--- src/rtl/return_address_stack_ckpt_if.sv ---
// Decode, checkpoint and prediction signals between the fetch/branch pipeline and the RAS.
// Width parameters must match those of the attached return_address_stack_ckpt instance.
interface return_address_stack_ckpt_if #(
  parameter int DEPTH_IDX = 3,
  parameter int XLEN      = 32
);
  localparam int CKPT_W = 2*DEPTH_IDX + 1 + XLEN;

  logic              stall;
  logic              inst_valid;
  logic [XLEN-1:0]   pc;
  logic [6:0]        opcode;
  logic [4:0]        rd;
  logic [4:0]        rs1;
  logic              recover;
  logic [CKPT_W-1:0] ckpt_in;
  logic [XLEN-1:0]   ras_out;
  logic              ras_valid;
  logic              is_call;
  logic              is_return;
  logic [CKPT_W-1:0] ckpt_out;

  modport master (
    output stall, inst_valid, pc, opcode, rd, rs1, recover, ckpt_in,
    input  ras_out, ras_valid, is_call, is_return, ckpt_out
  );

  modport slave (
    input  stall, inst_valid, pc, opcode, rd, rs1, recover, ckpt_in,
    output ras_out, ras_valid, is_call, is_return, ckpt_out
  );
endinterface

--- src/rtl/return_address_stack_ckpt.sv ---
// Circular return-address stack with per-instruction checkpoint export and mispredict restore.
// Calls/returns are decoded from JAL/JALR link-register hints; updates land one cycle after decode.
module return_address_stack_ckpt #(
  parameter int DEPTH_IDX = 3,
  parameter int XLEN      = 32,
  parameter int ALT_LINK  = 1
) (
  input logic clk,
  input logic rst,
  return_address_stack_ckpt_if.slave bus
);
  localparam int unsigned D      = 1 << DEPTH_IDX;
  localparam int          CKPT_W = 2*DEPTH_IDX + 1 + XLEN;
  localparam logic [6:0]  OP_JAL  = 7'b1101111;
  localparam logic [6:0]  OP_JALR = 7'b1100111;
  localparam logic [DEPTH_IDX:0] CNT_FULL = (DEPTH_IDX+1)'(D);

  logic [XLEN-1:0]      stack [D];
  logic [DEPTH_IDX-1:0] ptr;
  logic [DEPTH_IDX-1:0] ptr_m1;
  logic [DEPTH_IDX:0]   count;
  logic [XLEN-1:0]      ret_addr;

  logic                 jal_dec;
  logic                 jalr_dec;
  logic                 rd_link;
  logic                 rs1_link;
  logic                 do_push;
  logic                 do_pop;
  logic                 do_corout;

  logic [DEPTH_IDX:0]   ck_count;
  logic [DEPTH_IDX-1:0] ck_ptr;
  logic [DEPTH_IDX-1:0] ck_ptr_m1;
  logic [XLEN-1:0]      ck_top;

  function automatic logic is_link(input logic [4:0] r);
    return (r == 5'd1) || ((ALT_LINK != 0) && (r == 5'd5));
  endfunction

  always_comb begin
    jal_dec   = bus.inst_valid && (bus.opcode == OP_JAL);
    jalr_dec  = bus.inst_valid && (bus.opcode == OP_JALR);
    rd_link   = is_link(bus.rd);
    rs1_link  = is_link(bus.rs1);
    // Coroutine (both links, distinct regs) is a pop-then-push; same-reg JALR is a plain push.
    do_corout = jalr_dec && rd_link && rs1_link && (bus.rd != bus.rs1);
    do_push   = (jal_dec && rd_link) || (jalr_dec && rd_link && !do_corout);
    do_pop    = jalr_dec && !rd_link && rs1_link;
  end

  always_comb begin
    ptr_m1    = ptr - 1'b1;
    ret_addr  = bus.pc + XLEN'(4);
    ck_count  = bus.ckpt_in[CKPT_W-1 -: DEPTH_IDX+1];
    ck_ptr    = bus.ckpt_in[XLEN +: DEPTH_IDX];
    ck_top    = bus.ckpt_in[XLEN-1:0];
    ck_ptr_m1 = ck_ptr - 1'b1;
  end

  always_ff @(posedge clk) begin
    if (rst) begin
      ptr   <= '0;
      count <= '0;
      stack <= '{default: '0};
    end else if (bus.recover) begin
      ptr   <= ck_ptr;
      count <= ck_count;
      if (ck_count != '0) stack[ck_ptr_m1] <= ck_top;
    end else if (!bus.stall) begin
      if (do_corout && count != '0) begin
        stack[ptr_m1] <= ret_addr;
      end else if (do_push || do_corout) begin
        // Full stack: the write at ptr silently replaces the oldest entry.
        stack[ptr] <= ret_addr;
        ptr        <= ptr + 1'b1;
        if (count != CNT_FULL) count <= count + 1'b1;
      end else if (do_pop && count != '0) begin
        ptr   <= ptr_m1;
        count <= count - 1'b1;
      end
    end
  end

  always_comb begin
    bus.ras_out   = stack[ptr_m1];
    bus.ras_valid = (count != '0);
    bus.is_call   = do_push || do_corout;
    bus.is_return = do_pop || do_corout;
    bus.ckpt_out  = {count, ptr, stack[ptr_m1]};
  end
endmodule

--- src/flat_wrapper.sv ---
// flat-port wrapper written by rule: the top's interface ports become plain ports
module return_address_stack_ckpt_flat 
#(
  parameter int DEPTH_IDX = 3,
  parameter int XLEN      = 32,
  parameter int ALT_LINK  = 1
)
  (clk, rst, bus_stall, bus_inst_valid, bus_pc, bus_opcode, bus_rd, bus_rs1, bus_recover, bus_ckpt_in, bus_ras_out, bus_ras_valid, bus_is_call, bus_is_return, bus_ckpt_out);
  return_address_stack_ckpt_if #(.DEPTH_IDX(DEPTH_IDX), .XLEN(XLEN)) bus_i ();
  input logic clk;
  input logic rst;
  input wire logic [$bits(bus_i.stall)-1:0] bus_stall;
  input wire logic [$bits(bus_i.inst_valid)-1:0] bus_inst_valid;
  input wire logic [$bits(bus_i.pc)-1:0] bus_pc;
  input wire logic [$bits(bus_i.opcode)-1:0] bus_opcode;
  input wire logic [$bits(bus_i.rd)-1:0] bus_rd;
  input wire logic [$bits(bus_i.rs1)-1:0] bus_rs1;
  input wire logic [$bits(bus_i.recover)-1:0] bus_recover;
  input wire logic [$bits(bus_i.ckpt_in)-1:0] bus_ckpt_in;
  output wire logic [$bits(bus_i.ras_out)-1:0] bus_ras_out;
  output wire logic [$bits(bus_i.ras_valid)-1:0] bus_ras_valid;
  output wire logic [$bits(bus_i.is_call)-1:0] bus_is_call;
  output wire logic [$bits(bus_i.is_return)-1:0] bus_is_return;
  output wire logic [$bits(bus_i.ckpt_out)-1:0] bus_ckpt_out;
  assign bus_i.stall = bus_stall;
  assign bus_i.inst_valid = bus_inst_valid;
  assign bus_i.pc = bus_pc;
  assign bus_i.opcode = bus_opcode;
  assign bus_i.rd = bus_rd;
  assign bus_i.rs1 = bus_rs1;
  assign bus_i.recover = bus_recover;
  assign bus_i.ckpt_in = bus_ckpt_in;
  assign bus_ras_out = bus_i.ras_out;
  assign bus_ras_valid = bus_i.ras_valid;
  assign bus_is_call = bus_i.is_call;
  assign bus_is_return = bus_i.is_return;
  assign bus_ckpt_out = bus_i.ckpt_out;
  return_address_stack_ckpt #(.DEPTH_IDX(DEPTH_IDX), .XLEN(XLEN), .ALT_LINK(ALT_LINK)) u_core (.clk(clk), .rst(rst), .bus(bus_i));
endmodule
--- config.mk ---
export PLATFORM = sky130hd
export DESIGN_NAME = return_address_stack_ckpt_flat
export DESIGN_NICKNAME = d
export VERILOG_FILES = /design/src/rtl/return_address_stack_ckpt_if.sv /design/src/rtl/return_address_stack_ckpt.sv /design/src/flat_wrapper.sv
export SDC_FILE = /design/constraint.sdc
export NUM_CORES = 1
export LEC_CHECK = 0
export CAP_MARGIN = 15
export CORE_MARGIN = 2
export CORE_UTILIZATION = 48
export CTS_BUF_LIST = sky130_fd_sc_hd__clkbuf_4
export DETAILED_ROUTE_END_ITERATION = 10
export GPL_TIMING_DRIVEN = 0
export PLACE_DENSITY_LB_ADDON = 0.08
export SLEW_MARGIN = 25
export SYNTH_ARGS = -nofsm -noshare
export SYNTH_HDL_FRONTEND = slang
export SYNTH_SLANG_ARGS = --single-unit
export TNS_END_PERCENT = 20
--- constraint.sdc ---
create_clock -name clk -period 3.26 [get_ports clk]
set_input_delay 0.978 -clock clk [delete_from_list [all_inputs] [get_ports clk]]
set_output_delay 0.978 -clock clk [all_outputs]
set_load 0.02 [all_outputs]
==> insert_results.sql <==
INSERT INTO impl_metrics (metric_group, metric, value, unit) VALUES
('floorplanning', 'chipWidth', '183', 'microns'),
('synthesis', 'yosys_register_bits', '263', ''),
('timing', 'layout_setup_ws', '-836', 'ps'),
('critical_path', 'cp-startpoint', 'u_core.ptr[0]', ''),
('synthesis', 'yosys.area.top_type_share', '34.2', '%'),
('floorplanning', 'core-area', '31600', 'sq um'),
('timing', 'final.setup_skew', '65.1', 'ps'),
('placement', 'place.port_buffers', '151', ''),
('layout', 'postLayoutCellArea', '20400', 'sq um'),
('critical_path', 'r2r_setup_slack', '-180', 'ps'),
('layout', 'fillers', '2738', ''),
('global_route', 'grt.overflow.total', '0', ''),
('global_route', 'grt_start_max_net_pins', '13', ''),
('clock_tree', 'cts_tree', 'done', ''),
('critical_path', 'critical_path.max_fanout', '8', ''),
('critical_path', 'timing.critical_path.from_type', 'flop', ''),
('routing', 'detail_route.wirelength', '84000', 'microns'),
('timing', 'finalCriticalPeriod', '4100', 'ps'),
('clock_tree', 'clkSinkCount', '263', ''),
('synthesis', 'ys_top_cells_by_count', '340 x nor2_1, 263 x dfxtp_1, 159 x a21oi_1', ''),
('critical_path', 'worst-r2r-cell-count', '7', ''),
('critical_path', 'cp_data_required_time', '2280', 'ps'),
('layout', 'drive_gt1_share', '31.8', '%'),
('synthesis', 'synthXorXnorAreaFrac', '1.82', '%'),
('timing', 'rsz_0062_raised_after_global_routing', 'yes', ''),
('worst_hold_path', 'hold_path_end', 'u_core.stack[182]', ''),
('synthesis', 'syn_nets', '1954', ''),
('synthesis', 'syn-mean-instance-area', '8.31', 'sq um'),
('critical_path', 'reg2reg_from', 'u_core.ptr[2]', ''),
('timing', 'setup_viol', '279', ''),
('routing', 'drt_first_pass_iters', '8', ''),
('routing', 'ant_nets', '0', ''),
('clock_tree', 'clk_root_buffer_cell', 'clkbuf_4', ''),
('synthesis', 'seq_area_frac_synth', '34.2', '%'),
('placement', 'placed_area', '17600', 'sq um'),
('power', 'post-layout-total-power', '9.33', 'mW'),
('global_route', 'grt_first_pass_wirelength', '119000', 'microns'),
('timing', 'slew_viol_final', '0', ''),
('synthesis', 'synth_mux_area_share', '1.80', '%'),
('floorplanning', 'die_ar', '33500', 'sq um'),
('status', 'violations', 'negative setup slack', ''),
('critical_path', 'worstSetupPathType', 'flop to primary output', ''),
('critical_path', 'worstPathArrival', '3120', 'ps'),
('synthesis', 'post_synth_and_or_nand_nor_area_fraction', '17.5', '%'),
('synthesis', 'synth_area_in_adders', '0.617', '%'),
('floorplanning', 'top_level_ports', '167', ''),
('placement', 'gp_congestion', '1.06', ''),
('layout', 'area.sequential', '5270', 'sq um'),
('timing', 'worstMarginPinSlew', '1210', 'ps'),
('routing', 'vias_per_cell', '7.24', ''),
('timing', 'fin_tns_setup', '-106760', 'ps'),
('synthesis', 'synth_largest_area_cell', 'dfxtp_1', ''),
('routing', 'num_vias', '18900', ''),
('placement', 'detailed_placement_wirelength_estimate', '56400', 'microns'),
('synthesis', 'synth.yosys.warnings', '0', ''),
('clock_tree', 'worstSkewPairLatency', '840', 'ps'),
('global_route', 'gr-usage-all-layers', '49.0', '%'),
('synthesis', 'main_combinational_cell_family_by_area_after_synthesis', 'compound AO/OA/AOI/OAI gates', ''),
('clock_tree', 'cts-htree-levels', '3', ''),
('layout', 'nets', '2250', ''),
('routing', 'wl_per_cell', '32.2', 'microns'),
('status', 'run_status', 'finished, violations left', ''),
('timing', 'finalHoldViolations', '0', ''),
('power', 'power.density_cell_area', '457', 'nW/um^2'),
('timing', 'top_achievable_clock_speed', '244', 'MHz'),
('routing', 'drt_iter0_markers', '3156', ''),
('power', 'p_leak', '7.33', 'nW'),
('flow_run', 'timing.max_cap.violations', '0', ''),
('synthesis', 'netlist_area', '15400', 'sq um'),
('synthesis', 'post_synth_inst_count', '1854', ''),
('clock_tree', 'clock_tree.buffer_depth', '3', '');
-- timing repair --
item	CTS	global route
gates resized for setup	506	80
setup endpoints to repair	311	321
endpoints found under the hold margin	0	0
hold buffers	0	0
buffers inserted	47	20
pin swaps	61	41
cloned	9	1
-- per-stage QoR --
step,instances,util (%),hold WS [ps]
2_1_floorplan,1854,-,438
3_3_place_gp,2407,55.8,447
3_5_place_dp,2408,55.8,457
4_1_cts,2587,63.4,472
5_1_grt,2605,64.7,491
6_report,2606,64.7,477
-- worst max-delay path: cells and delay by family (launching register included) --
kind | cells | cell delay (ps)
AO/OA/AOI/OAI | 1 | 220
adder cells (fa/ha/maj) | 1 | 180
XOR/XNOR | 1 | 210
buffers and inverters | 7 | 1010
flip-flops | 1 | 360
AND/OR/NAND/NOR | 2 | 280
-- how the worst max path moves through the flow --
stage / end / slack (ps) / cells past startpoint
after CTS: bus_ras_out[1] / -730 / 12
after global placement: u_core.stack[232] / -1620 / 9
after global routing: bus_ras_out[23] / -830 / 12
final: bus_ras_out[23] / -840 / 12
after floorplan: u_core.stack[10] / -210 / 9
after detailed placement: u_core.stack[246] / -1790 / 9
-- cell type report --
type / instances / area share, %
multi-input cells: 1367 / 47.5
flip-flops and latches: 263 / 25.8
repair buffers: 224 / 11.4
plain buffers: 207 / 7.93
clock buffers: 112 / 4.12
well taps: 402 / 2.46
clock inverters: 16 / 0.429
inverters: 11 / 0.264
diodes: 4 / 0.0490
-- where the power goes --
group / internal [mW] / switching [mW] / leakage (nW) / total, mW
sequential: 3.40 / 0.141 / 2.14 / 3.54
clock: 1.64 / 1.59 / 0.566 / 3.23
combinational: 0.991 / 1.57 / 4.62 / 2.56
-- logic make-up (layout without fill, tap and decap cells) --
family,Yosys count,after routing
adders and majority gates,7,7
AOI/OAI and AO/OA,707,707
muxes,22,22
other,0,4
buffers and inverters,224,570
DFF,263,263
and+or+nand+nor,599,599
xor gates and xnor gates,32,32
-- flip-flops by register name, indices dropped and copies added, names as in the netlist --
register and flops:
u_core.stack 256, u_core.count 4, u_core.ptr 3
-- routing by layer --
layer | vias to the layer above | global-route usage (%) | wire, microns
li1 | 7716 | - | -
met1 | 8886 | 56.2 | 28900
met2 | 1695 | 73.7 | 35300
met3 | 573 | 18.4 | 11700
met4 | 4 | 37.8 | 7970
met5 | - | 0 | 119
-- cells in the final DEF (no fill, tap or decap), types with 20 or more instances in the layout --
| cell | n |
|---|---|
| nand2_1 | 80 |
| clkbuf_1 | 74 |
| a32oi_1 | 20 |
| nand3_1 | 28 |
| a22oi_2 | 87 |
| clkdlybuf4s50_1 | 82 |
| a221oi_2 | 50 |
| buf_4 | 92 |
| buf_2 | 45 |
| nor3_1 | 24 |
| buf_6 | 59 |
| a21oi_1 | 154 |
| dfxtp_1 | 261 |
| clkbuf_16 | 26 |
| a22oi_1 | 53 |
| nand4_1 | 42 |
| o31ai_1 | 35 |
| clkbuf_4 | 114 |
| o221a_2 | 100 |
| o21ai_0 | 44 |
| nor2_1 | 328 |
| a211oi_1 | 51 |
Note: power is estimated with default switching activity, not from simulation.
